===== config.mk =====
export PLATFORM = sky130hd
export DESIGN_NAME = crc_beat_update
export DESIGN_NICKNAME = d
export VERILOG_FILES = /design/src/rtl/crc_pkg.sv /design/src/rtl/crc_beat_update.sv
export SDC_FILE = /design/constraint.sdc
export NUM_CORES = 1
export LEC_CHECK = 0
export ABC_AREA = 1
export CORE_MARGIN = 3
export CORE_UTILIZATION = 34
export DETAILED_ROUTE_END_ITERATION = 16
export PLACE_DENSITY_LB_ADDON = 0.1
export SYNTH_ARGS = -nofsm -noshare
export SYNTH_HDL_FRONTEND = slang
export SYNTH_SLANG_ARGS = --single-unit

===== constraint.sdc =====
create_clock -name vclk -period 2.6
set_clock_uncertainty 0.2 [all_clocks]
set_input_delay 0.39 -clock vclk [all_inputs]
set_output_delay 0.39 -clock vclk [all_outputs]
set_load 0.005 [all_outputs]

===== src/rtl/crc_pkg.sv =====
`default_nettype none
// +------------------------------------------------------------------+
// | crc_pkg : shared types, polynomial constants and bit-step helper  |
// | Rev 1.0                                                           |
// +------------------------------------------------------------------+
package crc_pkg;

    typedef enum logic [1:0] {
        IDLE   = 2'd0,
        ACCUM  = 2'd1,
        DRAIN  = 2'd2,
        REPORT = 2'd3
    } state_t;

    localparam logic [15:0] CRC16_USB_POLY = 16'h8005;
    localparam logic [4:0]  CRC5_USB_POLY  = 5'h05;
    localparam int          CRC_MAX_W      = 64;

    // One MSB-first division step for any CRC width up to CRC_MAX_W.
    function automatic logic [CRC_MAX_W-1:0] crc_step(
        input logic [CRC_MAX_W-1:0] rem,
        input logic                 din,
        input logic [CRC_MAX_W-1:0] poly,
        input int unsigned          width
    );
        logic                 fb;
        logic [CRC_MAX_W-1:0] mask;
        mask = {CRC_MAX_W{1'b1}} >> (CRC_MAX_W - width);
        fb   = rem[width-1] ^ din;
        return ((rem << 1) ^ (fb ? poly : '0)) & mask;
    endfunction

endpackage
`default_nettype wire


===== src/rtl/crc_beat_update.sv =====
`default_nettype none
// +------------------------------------------------------------------+
// | crc_beat_update : folds one DATA_W-bit beat into the remainder    |
// | Rev 1.0                                                           |
// +------------------------------------------------------------------+
module crc_beat_update
    import crc_pkg::*;
#(
    parameter int              DATA_W = 8,
    parameter int              CRC_W  = 16,
    parameter logic [CRC_W-1:0] POLY  = CRC16_USB_POLY
) (
    input  logic [CRC_W-1:0]  rem_in,
    input  logic [DATA_W-1:0] data_in,
    output logic [CRC_W-1:0]  rem_out
);
    logic [CRC_W-1:0] w_rem;

    always_comb begin
        w_rem = rem_in;
        for (int i = DATA_W - 1; i >= 0; i--) begin
            w_rem = CRC_W'(crc_step(CRC_MAX_W'(w_rem), data_in[i],
                                    CRC_MAX_W'(POLY), CRC_W));
        end
        rem_out = w_rem;
    end
endmodule
`default_nettype wire


Word level (Yosys, flattened, before mapping)
Index checks and enable logic that the tools add are counted.
{"block": "word_totals", "ff_bits": 0, "latch_bits": 0, "mem_bits_rw": 0, "mem_bits_ro": 0, "inputBits": 24, "word_cells": 24, "mem_count": 0}
{"block": "classes", "n_addsub": 0, "mul": 0, "div_mod_pow": 0, "order_cmp": 0, "eq_ne": 0, "shift": 0, "muxes": 8, "bitwise": 16, "n_reduce_logical": 0}
{"cell": "two-way mux 16 bit", "count": 8}
{"cell": "XOR 16 bit", "count": 8}
{"cell": "XOR 1 bit", "count": 8}

Logic depth before layout (Yosys ltp)
{"block": "logic_depth", "ltp_word": 24, "ltp_mapped": 16, "mapped_depth_nobuf": 16}

Worst setup path before layout
Ideal clock, no wire load.
{"block": "synth_path", "path_type": "input port to output port", "startpoint": "input data_in[7]", "endpoint": "output rem_out[2]", "t_arrival_ps": 1540, "path_slack_ps": 470, "cell_stages": 16, "path_cell_list": "inv_1 nand2_1 nand2_2 nand2_2 nand2_4 nand2_4 nand2_4 nand2_1 nand3_2 nand2_4 nand2_2 nand3_2 nand2_4 nand2_2 nand3_1 nand2_1"}
{"block": "synth_between", "elab_chain_len": 24}
{"element": "start, declared", "line": "crc_beat_update.sv:14", "rtl": "input logic [DATA_W-1:0] data_in,"}
{"element": "XOR 1 bit (*)", "line": "crc_pkg.sv:29", "rtl": "fb = rem[width-1] ^ din;"}
{"element": "two-way mux 16 bit (*)", "line": "crc_pkg.sv:30", "rtl": "return ((rem << 1) ^ (fb ? poly : '0)) & mask;"}
{"element": "XOR 16 bit (*)", "line": "crc_pkg.sv:30"}
{"element": "XOR 1 bit (*)", "line": "crc_pkg.sv:29"}
{"element": "two-way mux 16 bit (*)", "line": "crc_pkg.sv:30"}
{"element": "XOR 16 bit (*)", "line": "crc_pkg.sv:30"}
{"element": "XOR 1 bit (*)", "line": "crc_pkg.sv:29"}
{"element": "two-way mux 16 bit (*)", "line": "crc_pkg.sv:30"}
{"element": "[8 not listed]"}
{"element": "two-way mux 16 bit (*)", "line": "crc_pkg.sv:30"}
{"element": "XOR 16 bit (*)", "line": "crc_pkg.sv:30"}
{"element": "XOR 1 bit", "line": "crc_pkg.sv:29"}
{"element": "two-way mux 16 bit", "line": "crc_pkg.sv:30"}
{"element": "XOR 16 bit (*)", "line": "crc_pkg.sv:30"}
{"element": "XOR 1 bit", "line": "crc_pkg.sv:29"}
{"element": "two-way mux 16 bit", "line": "crc_pkg.sv:30"}
{"element": "XOR 16 bit (*)", "line": "crc_pkg.sv:30"}
{"element": "end, declared", "line": "crc_beat_update.sv:15", "rtl": "output logic [CRC_W-1:0] rem_out"}
Mark *: on every way between the ends. The rest lies on a longest branch, timed or not.

Final worst setup path
{"block": "layout_path", "startpoint": "input data_in[1]", "endpoint": "output rem_out[2]"}
{"block": "layout_between", "elab_chain_len": 6}
{"element": "XOR 1 bit", "line": "crc_pkg.sv:29"}
{"element": "two-way mux 16 bit", "line": "crc_pkg.sv:30"}
{"element": "XOR 16 bit", "line": "crc_pkg.sv:30"}
{"element": "XOR 1 bit", "line": "crc_pkg.sv:29"}
{"element": "two-way mux 16 bit", "line": "crc_pkg.sv:30"}
{"element": "XOR 16 bit", "line": "crc_pkg.sv:30"}
Every way passes these cells.

==> run summary <==
The run finished, with violations left. The final reports fail on negative setup slack. Data arrives at the worst endpoint at 2.05 ns. 0 antenna diodes ended up in the layout. Cells fill 94.96% of the core in the end. Height of the chip: 43.69 um. The kind of end point of the critical path is an output port. Setup violations remaining at the end of the flow were counted as 3.

A synthesized cell averages 6.527 um^2. Across all layers, the routed design uses 721 vias. The net count of the finished layout is 149. The clock buffers instantiated in the layout total 0.

Power density normalized to cell area: 428.1 nW/um^2. The critical path starts at data_in[1]. The total overflow left after global routing is 0.

For the weighted congestion reported at the end of routability-driven placement, the log shows 0.7008. The sequential cells in the finished layout cover a total of 0 um^2. The quantity of I/O buffers inserted on ports was 30.

The run gives 0 as the number of max-slew violations in the final report. Compared with the post-synthesis result, the final layout area differs by 139.1%. Once detail routing completed, the nets flagged for antenna violations numbered 0. Entering global routing, the biggest net connects 5 pins.

For the worst setup path, the data required time is 2.01 ns. The worst hold-check path type is input port to output port. The maximum fanout along the worst path is 4. The cell count after synthesis came out at 74. For the overall die area, the log shows 1909 um^2. Walking the worst path, the cells encountered are clkdlybuf4s50_1 -> xor2_1 -> inv_1 -> nand3_4 -> nand2_4 -> buf_6 -> nand2_4 -> nand3_2 -> nand2_2 -> buf_2. The final worst slack is -0.04255 ns. The most numerous cell type found on the critical path is sky130_fd_sc_hd__nand2_4. The worst-case headroom to the max-slew limit is 72.44%. The first global-routing pass estimated 2622 um of wire. In this run the horizontal extent of the chip is 43.69 um. The logs give 12 for the number of core rows and 0 for the sequential cell count. In the finished design, the share of the clock period the worst path needs comes to 101.6%. Fraction of layout cells with a size suffix above 1: 70.73%. Along the worst hold path, the cell count comes to 0. The cell area after synthesis was 483.0 um^2; the slew at the pin with the worst max-slew slack was 0.4120 ns. In this run, post-CTS hold repair placed 0 buffers. The number of maximum-capacitance violations came out at 0.

The first routing iteration left 20 violations. The first detailed-routing pass took 4 iterations. The number of hold-slack violations in the final timing report came out at 0. For this configuration, the core starts out at a cell density of 39.71%.

The slowest stage of the critical path belongs to the cell sky130_fd_sc_hd__clkdlybuf4s50_1. The timing-limited maximum frequency was 378.4 MHz; the final cell count without fillers was 137. The run gives 0 as the total number of yosys warnings. On the worst path, the slowest cell contributes a delay of 0.47 ns.

The final layout contains routed wiring with a total length of 2629 um. 40 I/O pins were placed. Summed over all nets, the half-perimeter wirelength after detailed placement is 900.9 um.

The initial antenna violation count is 0, and the number of nets in the synthesized netlist is 98. The tools report the critical path startpoint category as an input port. In the global route stage, overall resource usage came out at 17.60%. After synthesis, the netlist uses 11 different library cells. The post-detailed-route via-to-cell ratio is 5.263. The start point of the worst hold path is rem_in[2].

The logs give 0 for the count of unresolved DRC violations after routing and 616 for the via count of the first global-routing pass. The setup path with the least slack is of type input port to output port. Once placement completed, the tool counted placed cells totaling 120.

The core region is 1216 um^2. Summing the sequential cell areas from Yosys gives 0% of the chip area. The smallest clock period supported by the final layout is computed as 2.643 ns. The tools report the cell leakage power as 0.0006090 uW.

Wire length per cell after detailed routing: 19.19 um. Maximum resistive drop on vdd: 0.2511 mV.
## cells in the mapped netlist
cell type / instances / area, um^2
sky130_fd_sc_hd__nand3_2: 4 / 40.04
sky130_fd_sc_hd__inv_1: 13 / 48.80
sky130_fd_sc_hd__nand2_2: 8 / 50.05
sky130_fd_sc_hd__nand3_1: 10 / 50.05
sky130_fd_sc_hd__xor2_2: 1 / 16.27
sky130_fd_sc_hd__buf_4: 5 / 37.54
sky130_fd_sc_hd__nand3_4: 1 / 17.52
sky130_fd_sc_hd__nand2_1: 14 / 52.55
sky130_fd_sc_hd__xnor2_1: 6 / 52.55
sky130_fd_sc_hd__nand2_4: 5 / 56.30
sky130_fd_sc_hd__xor2_1: 7 / 61.31
## critical path: cells and delay by family
family	cells	cell delay (ns)
buffers and inverters	4	0.85
and+or+nand+nor	5	0.44
xor gates and xnor gates	1	0.36
## cell families (layout without fill, tap and decap cells)
family	Yosys count	in the layout	synth area share (%)
and+or+nand+nor	42	42	55.18
buffers and inverters	18	67	17.88
xor gates and xnor gates	14	14	26.94
## repair_timing
action / 4_1_cts / 5_1_grt
endpoints found under the setup margin: 10 / 8
setup buffers: 12 / 5
pin swaps: 21 / 22
resized for setup: 73 / 45
## report_power, final
group	total [uW]	internal, uW	switching, uW
Combinational	494	245	249
Clock	0	0	0
Sequential	0	0	0
## layer usage
metal / vias up / track usage, % / wire [um] / share of wire (%)
met3: 16 / 1.660 / 169 / 6.4
met4: 0 / 4.217 / 155 / 5.9
li1: 324 / - / - / -
met1: 331 / 19.13 / 952 / 36
met2: 50 / 35.17 / 1352 / 51
met5: - / 0 / 0 / 0
## final timing paths
check                endpoint  slack, ns
setup / recovery   rem_out[2]      -0.04
hold / removal    rem_out[10]       0.58
## area by class of cell
| class | instances | area [um^2] |
|---|---|---|
| timing repair buffer | 54 | 456.7 |
| multi-input combinational | 56 | 624.3 |
| inverter | 13 | 56.30 |
| tap | 14 | 17.52 |
| fill | 31 | 61.31 |
## cells in the final DEF, fill, tap and decap left out
cell type                         instances
sky130_fd_sc_hd__nand3_1                  2
sky130_fd_sc_hd__dlygate4sd2_1            4
sky130_fd_sc_hd__inv_4                    3
sky130_fd_sc_hd__clkdlybuf4s50_1         11
sky130_fd_sc_hd__nand2_1                  2
sky130_fd_sc_hd__xor2_2                   2
sky130_fd_sc_hd__nand2_4                 14
sky130_fd_sc_hd__inv_1                    6
sky130_fd_sc_hd__nand3_2                  5
sky130_fd_sc_hd__xor2_1                   6
sky130_fd_sc_hd__nand2_2                 11
sky130_fd_sc_hd__xnor2_2                  2
sky130_fd_sc_hd__xnor2_1                  2
sky130_fd_sc_hd__dlymetal6s2s_1           1
sky130_fd_sc_hd__clkbuf_2                 3
sky130_fd_sc_hd__clkdlybuf4s15_1          2
sky130_fd_sc_hd__buf_2                    4
sky130_fd_sc_hd__inv_2                    4
sky130_fd_sc_hd__xnor2_4                  2
sky130_fd_sc_hd__buf_4                   22
sky130_fd_sc_hd__buf_6                    7
sky130_fd_sc_hd__nand3_4                  8
## through the flow
| stage | total power (uW) | instance area, um^2 | setup WS (ns) | setup TNS (ns) | hold slack, ns |
|---|---|---|---|---|---|
| floorplan | 166.3 | 483.0 | 0.4704 | 0 | 0.6354 |
| global placement | 329.6 | 815.8 | -0.5515 | -3.809 | 0.5801 |
| detailed placement | 333.3 | 815.8 | -0.6167 | -4.273 | 0.5801 |
| CTS | 388.5 | 989.7 | -0.004050 | -0.007707 | 0.5801 |
| global route | 517.3 | 1155 | -0.1217 | -0.4179 | 0.5800 |
| finish | 494.3 | 1155 | -0.04255 | -0.1065 | 0.5800 |
(Power assumes the default switching activity.)
